<file path="config.mk">
export PLATFORM = sky130hd
export DESIGN_NAME = tdm_demux4_flat
export DESIGN_NICKNAME = d
export VERILOG_FILES = /design/src/rtl/tdm_demux4_pkg.sv /design/src/rtl/tdm_demux4_if.sv /design/src/rtl/tdm_demux4_slot_counter.sv /design/src/rtl/tdm_demux4.sv /design/src/flat_wrapper.sv
export SDC_FILE = /design/constraint.sdc
export NUM_CORES = 1
export LEC_CHECK = 0
export CORE_ASPECT_RATIO = 2
export CORE_MARGIN = 1
export CORE_UTILIZATION = 50
export CTS_CLUSTER_SIZE = 8
export DETAILED_ROUTE_END_ITERATION = 10
export PLACE_DENSITY = 0.9
export SLEW_MARGIN = 20
export SYNTH_ARGS = -nofsm -noshare
export SYNTH_HDL_FRONTEND = slang
export SYNTH_HIERARCHICAL = 1
export SYNTH_SLANG_ARGS = --single-unit
</file>
<file path="constraint.sdc">
create_clock -name clk -period 2.5 [get_ports clk]
set_input_delay 0.25 -clock clk [delete_from_list [all_inputs] [get_ports clk]]
set_output_delay 0.25 -clock clk [all_outputs]
set_load 0.05 [all_outputs]
</file>
<file path="src/rtl/tdm_demux4_pkg.sv">
// Shared TDM definitions for the 4-channel mux/demux pair.
// Channel count, slot index width and the demux framing state enum.
package tdm_pkg;

    localparam int NCH    = 4;
    localparam int SLOT_W = 2;

    typedef logic [SLOT_W-1:0] slot_t;

    typedef enum logic {
        HUNT = 1'b0,
        SYNC = 1'b1
    } state_t;

endpackage

</file>
<file path="src/rtl/tdm_demux4_if.sv">
// TDM stream bus for tdm_demux4: serial input beats plus the rebuilt
// parallel frame and framing status. The master drives the stream,
// the slave (the demux) drives the frame/status signals.
interface tdm_demux4_if
    import tdm_pkg::*;
#(
    parameter int WIDTH = 8
);

    logic                   in_valid;
    logic                   in_sof;
    logic [WIDTH-1:0]       in_data;
    logic [NCH*WIDTH-1:0]   out_data;
    logic                   out_valid;
    slot_t                  slot;
    logic                   locked;
    logic                   frame_err;

    modport master (
        output in_valid, in_sof, in_data,
        input  out_data, out_valid, slot, locked, frame_err
    );

    modport slave (
        input  in_valid, in_sof, in_data,
        output out_data, out_valid, slot, locked, frame_err
    );

endinterface

</file>
<file path="src/rtl/tdm_demux4_slot_counter.sv">
// Slot index counter for the TDM demux: clear has priority over load-1,
// which has priority over increment; increment wraps 3 -> 0.
module tdm_slot_counter
    import tdm_pkg::*;
(
    input  logic  clk,
    input  logic  rst_n,
    input  logic  clear,
    input  logic  load1,
    input  logic  inc,
    output slot_t slot
);

    // Slot register: synchronous reset, then clear/load/increment in priority order.
    always_ff @(posedge clk) begin
        if (!rst_n || clear) begin
            slot <= '0;
        end else if (load1) begin
            slot <= SLOT_W'(1);
        end else if (inc) begin
            slot <= slot + SLOT_W'(1);
        end
    end

endmodule

</file>
<file path="src/rtl/tdm_demux4.sv">
// tdm_demux4: rebuilds four parallel channel words from a TDM stream of one
// sample per beat (slot 0 flagged by in_sof) and strobes each complete frame.
// Optional macro TDM_DEMUX_FRAME_CNT_EN adds a 16-bit wrapping frame counter.
module tdm_demux4
    import tdm_pkg::*;
#(
    parameter int WIDTH = 8
) (
    input  logic           clk,
    input  logic           rst_n,
    tdm_demux4_if.slave    bus
`ifdef TDM_DEMUX_FRAME_CNT_EN
    ,
    output logic [15:0]    frame_cnt
`endif
);

    state_t             state_q, state_d;
    slot_t              slot_q;
    logic               slot_clr, slot_load1, slot_inc;
    logic               wr_en;
    slot_t              wr_idx;
    logic               commit, err;
    logic [WIDTH-1:0]   shadow_q [0:NCH-2];
    logic [NCH*WIDTH-1:0] out_data_q;
    logic               out_valid_q, frame_err_q;

    tdm_slot_counter u_slot (
        .clk   (clk),
        .rst_n (rst_n),
        .clear (slot_clr),
        .load1 (slot_load1),
        .inc   (slot_inc),
        .slot  (slot_q)
    );

    // State register.
    // NOTE: sequential state uses non-blocking assignments so every flop samples pre-edge values.
    always_ff @(posedge clk) begin
        if (!rst_n) state_q <= HUNT;
        else        state_q <= state_d;
    end

    // Next-state, slot control, shadow write and frame/error decisions for the current beat.
    // NOTE: every output of this block gets a default first, so no path can infer a latch.
    always_comb begin
        state_d    = state_q;
        slot_clr   = 1'b0;
        slot_load1 = 1'b0;
        slot_inc   = 1'b0;
        wr_en      = 1'b0;
        wr_idx     = slot_q;
        commit     = 1'b0;
        err        = 1'b0;
        if (bus.in_valid) begin
            unique case (state_q)
                HUNT: begin
                    if (bus.in_sof) begin
                        wr_en      = 1'b1;
                        wr_idx     = '0;
                        slot_load1 = 1'b1;
                        state_d    = SYNC;
                    end
                end
                SYNC: begin
                    if (bus.in_sof) begin
                        // A start mid-frame abandons the partial frame and restarts at slot 0.
                        err        = (slot_q != '0);
                        wr_en      = 1'b1;
                        wr_idx     = '0;
                        slot_load1 = 1'b1;
                    end else if (slot_q == '0) begin
                        // Slot 0 without a start marker means alignment is lost.
                        err        = 1'b1;
                        slot_clr   = 1'b1;
                        state_d    = HUNT;
                    end else if (slot_q == SLOT_W'(NCH-1)) begin
                        commit     = 1'b1;
                        slot_clr   = 1'b1;
                    end else begin
                        wr_en      = 1'b1;
                        slot_inc   = 1'b1;
                    end
                end
                default: state_d = HUNT;
            endcase
        end
    end

    // Shadow capture of slots 0..2 and atomic frame copy to the output register.
    // NOTE: shadow registers are reset too, so a frame cut by reset can never leak old samples.
    always_ff @(posedge clk) begin
        if (!rst_n) begin
            for (int i = 0; i < NCH-1; i++) shadow_q[i] <= '0;
            out_data_q  <= '0;
            out_valid_q <= 1'b0;
            frame_err_q <= 1'b0;
        end else begin
            for (int i = 0; i < NCH-1; i++) begin
                if (wr_en && wr_idx == SLOT_W'(i)) shadow_q[i] <= bus.in_data;
            end
            if (commit) out_data_q <= {bus.in_data, shadow_q[2], shadow_q[1], shadow_q[0]};
            out_valid_q <= commit;
            frame_err_q <= err;
        end
    end

`ifdef TDM_DEMUX_FRAME_CNT_EN
    // Frame counter advances together with each out_valid strobe, wrapping at 16 bits.
    always_ff @(posedge clk) begin
        if (!rst_n)      frame_cnt <= '0;
        else if (commit) frame_cnt <= frame_cnt + 16'd1;
    end
`endif

    assign bus.out_data  = out_data_q;
    assign bus.out_valid = out_valid_q;
    assign bus.frame_err = frame_err_q;
    assign bus.slot      = slot_q;
    assign bus.locked    = (state_q == SYNC);

endmodule
</file>
<file path="src/flat_wrapper.sv">
// flat-port wrapper written by rule: the top's interface ports become plain ports
module tdm_demux4_flat import tdm_pkg::*;
#(
    parameter int WIDTH = 8
)
  (clk, rst_n, bus_in_valid, bus_in_sof, bus_in_data, bus_out_data, bus_out_valid, bus_slot, bus_locked, bus_frame_err);
  tdm_demux4_if #(.WIDTH(WIDTH)) bus_i ();
  input  logic clk;
  input  logic rst_n;
  input wire logic [$bits(bus_i.in_valid)-1:0] bus_in_valid;
  input wire logic [$bits(bus_i.in_sof)-1:0] bus_in_sof;
  input wire logic [$bits(bus_i.in_data)-1:0] bus_in_data;
  output wire logic [$bits(bus_i.out_data)-1:0] bus_out_data;
  output wire logic [$bits(bus_i.out_valid)-1:0] bus_out_valid;
  output wire logic [$bits(bus_i.slot)-1:0] bus_slot;
  output wire logic [$bits(bus_i.locked)-1:0] bus_locked;
  output wire logic [$bits(bus_i.frame_err)-1:0] bus_frame_err;
  assign bus_i.in_valid = bus_in_valid;
  assign bus_i.in_sof = bus_in_sof;
  assign bus_i.in_data = bus_in_data;
  assign bus_out_data = bus_i.out_data;
  assign bus_out_valid = bus_i.out_valid;
  assign bus_slot = bus_i.slot;
  assign bus_locked = bus_i.locked;
  assign bus_frame_err = bus_i.frame_err;
  tdm_demux4 #(.WIDTH(WIDTH)) u_core (.clk(clk), .rst_n(rst_n), .bus(bus_i));
endmodule
</file>
==> impl_metrics.csv <==
group,metric,value,unit
routing,routed_wl,4.814,mm
critical_path,critPathMaxStageDelay,0.59,ns
clock_tree,insertion_delay,0.33,ns
grt,grt_usage,0.2228,
timing,fin_crit,2.156,ns
critical_path,crit_path_start_kind,"register",
routing,drc_errors,0,
timing,clock_skew,0.01070,ns
cells_and_area,layout_common_cells,"clkdlybuf4s50_1, nand3_1, dfxtp_1, nand2_1, o21ai_0",
pwr,power_leakage,1.045,nW
grt,gr-usage-met1,0.2383,
timing,whs,0.3782,ns
die,start_util,0.5242,
timing,slew_headroom,0.5496,
grt,met3_usage,0.05634,
critical_path,cp_slowest_cell,"a31oi_1",
pwr,p_per_area,661.8,nW/µm²
routing,via_per_inst,5.390,
clock_tree,cts_resized,0,
pwr,irDropWorstVdd,438.2,µV
timing,tightest_slew,0.6725,ns
routing,drt_iter0_drc,65,
placement,preCtsSetupSlack,0.3967,ns
routing,ant_nets,0,
timing,hold_violations,0,
yosys,avgSynthCellArea,10.29,µm²
critical_path,rr_startpoint,"u_core/u_slot/slot[0]",
timing,finalCritPeriodShare,0.8622,
critical_path,worst-path-max-fanout,8,
yosys,synth_cell_type_count,29,
placement,port_buffers,48,
clock_tree,hold_buffers,0,
clock_tree,cts_tree,"done",
die,ios,49,
clock_tree,h-tree-depth,3,
clock_tree,root_buffer,"clkbuf_8",
grt,grt_antenna_before_repair,0,
grt,grt_use_met2,0.3628,
yosys,synth_cells,221,
clock_tree,cts_buffers,9,
die,core_area,4339,µm²
min_path,hp-start,"rst_n",
flow_run,max_cap_violations,0,
critical_path,path_class,"register to register",
clock_tree,clkTransAtPathRegs,0.06,ns
cells_and_area,layout_commonest_cell,"clkdlybuf4s50_1",
timing,fmax,463.9,MHz
critical_path,startpoint,"u_core/u_slot/slot[0]",
grt,grt_pass1_wl,7.755,mm
grt,grt_max_degree,54,
clock_tree,clock-sinks,61,
grt,grt_pass1_vias,1636,
placement,dpl.hpwl,3.251,mm
critical_path,end_kind,"register",
yosys,ys_ff_latch,61,
die,row_count,34,
placement,gp_congestion,0.9125,
grt,grt_remaining_overflow,0,
status,status,"finished clean",
timing,slew_violations,0,
routing,vias,1768,
critical_path,critPathRequiredTime,2.51,ns
yosys,ys_seq_area_frac,0.6425,
critical_path,crit_buf_inv,1,
die,die_area,4840,µm²
timing,rsz0062_at_grt,"false",
timing,setup_viol,0,
critical_path,crit_family,"compound AO/OA/AOI/OAI gates",
die,die_x,49.70,µm
cells_and_area,drive_gt1_frac,0.08029,
critical_path,cp_cell_sequence,"inv_1, ha_1, a31oi_1, nor2_1",
yosys,synth_nets,236,
grt,grt_busiest_layer,"met2",
yosys,synth_area,2275,µm²
routing,firstDrtPassIters,4,
routing,routedWlPerCell,14.68,µm
yosys,yosysWarnings,30,
clock_tree,cts.path.max_buffers,2,
cells_and_area,diodes,0,
critical_path,crit_arrival,2.17,ns
timing,setup_ws,0.3444,ns
cells_and_area,num-nets-final,284,
clock_tree,postCtsSetupBuffers,0,
cells_and_area,area_growth,29.70,%
die,die_y,97.39,µm
min_path,hold_path.class,"primary input to register",
[flip-flops by register name, summed over array words and instances, names as in the netlist]
signal                flops
u_core/bus.frame_err      1
u_core/bus.locked         1
u_core/bus.out_data      32
u_core/bus.out_valid      1
u_core/shadow_q          24
u_core/u_slot/slot        2
[logic make-up after synthesis]
family	count (synthesis)	synth area share
buffers and inverters	24	0.05335
XOR/XNOR	1	0.003851
adder cells (fa/ha/maj)	3	0.01650
flip-flops	61	0.6425
AND/OR/NAND/NOR	91	0.1821
AO/OA/AOI/OAI	41	0.1018
[worst min-delay path: stages]
cell	delay, ns
buf_2	0.23
nand2_1	0.11
o21ai_0	0.06
[cell usage after synthesis]
| cell type | n | area [µm²] |
|---|---|---|
| nand3_1 | 40 | 200.2 |
| dfxtp_1 | 37 | 740.7 |
| nand2_1 | 34 | 127.6 |
| o21ai_0 | 27 | 135.1 |
| edfxtp_1 | 24 | 720.7 |
| nor2_1 | 9 | 33.78 |
| inv_1 | 7 | 26.28 |
| o21ai_1 | 6 | 30.03 |
| clkbuf_1 | 5 | 18.77 |
| buf_2 | 4 | 20.02 |
| clkbuf_2 | 3 | 15.01 |
| ha_1 | 3 | 37.54 |
| and2_1 | 2 | 12.51 |
| buf_4 | 2 | 15.01 |
| buf_6 | 2 | 22.52 |
| nor3_1 | 2 | 10.01 |
| o31ai_1 | 2 | 15.01 |
| a211oi_2 | 1 | 12.51 |
| a21bo_1 | 1 | 10.01 |
| a21oi_1 | 1 | 5.000 |
| a311oi_1 | 1 | 8.760 |
| a31oi_1 | 1 | 6.260 |
| a41oi_1 | 1 | 8.760 |
| and4b_1 | 1 | 10.01 |
| buf_1 | 1 | 3.750 |
| nand2b_1 | 1 | 6.260 |
| nand3b_1 | 1 | 7.510 |
| nand4_1 | 1 | 6.260 |
| xnor2_1 | 1 | 8.760 |
[area by class of cell]
| cell class | count | area [µm²] |
|---|---|---|
| flip-flops and latches | 61 | 1461 |
| fillers | 346 | 1389 |
| multi-input cells | 136 | 693.2 |
| repair buffers | 54 | 520.5 |
| clock buffers | 15 | 176.4 |
| well taps | 54 | 67.56 |
| inverters | 7 | 26.28 |
| clock inverters | 1 | 5.005 |
[report_power, final]
part	leakage, nW	switching, mW	internal [mW]	total, mW
combinational	0.401	0.0623	0.0339	0.0962
clock	0.0937	0.343	0.441	0.784
sequential	0.550	0.0141	1.06	1.07
total	1.04	0.419	1.53	1.95
[per-layer routing]
| layer | part of all wire | vias to the layer above |
|---|---|---|
| met1 | 0.36 | 819 |
| met3 | 0.044 | 16 |
| met5 | 0 | - |
| met2 | 0.55 | 69 |
| li1 | - | 864 |
| met4 | 0.043 | 0 |
[metrics by stage]
| stage | utilization | instance area [µm²] | total power [mW] | TNS [ns] | cells |
|---|---|---|---|---|---|
| final | 0.6799 | 2950 | 1.953 | 0 | 328 |
| after global routing | 0.6799 | 2950 | 2.028 | 0 | 328 |
| after CTS | 0.6799 | 2950 | 1.970 | 0 | 328 |
| after detailed placement | 0.6381 | 2769 | 1.188 | 0 | 312 |
| after global placement | 0.6381 | 2769 | 1.184 | 0 | 312 |
| after floorplan | - | 2275 | 1.143 | -0.1882 | 221 |
[worst paths after layout]
kind,to,slack [ns],cells after the start
max,u_core/shadow_q[0][19],0.34,4
min,u_core/bus.out_data[28],0.38,3
max reg2reg,u_core/shadow_q[0][19],0.34,4
min reg2reg,u_core/bus.out_data[1],0.45,2
(Power assumes the default switching activity.)
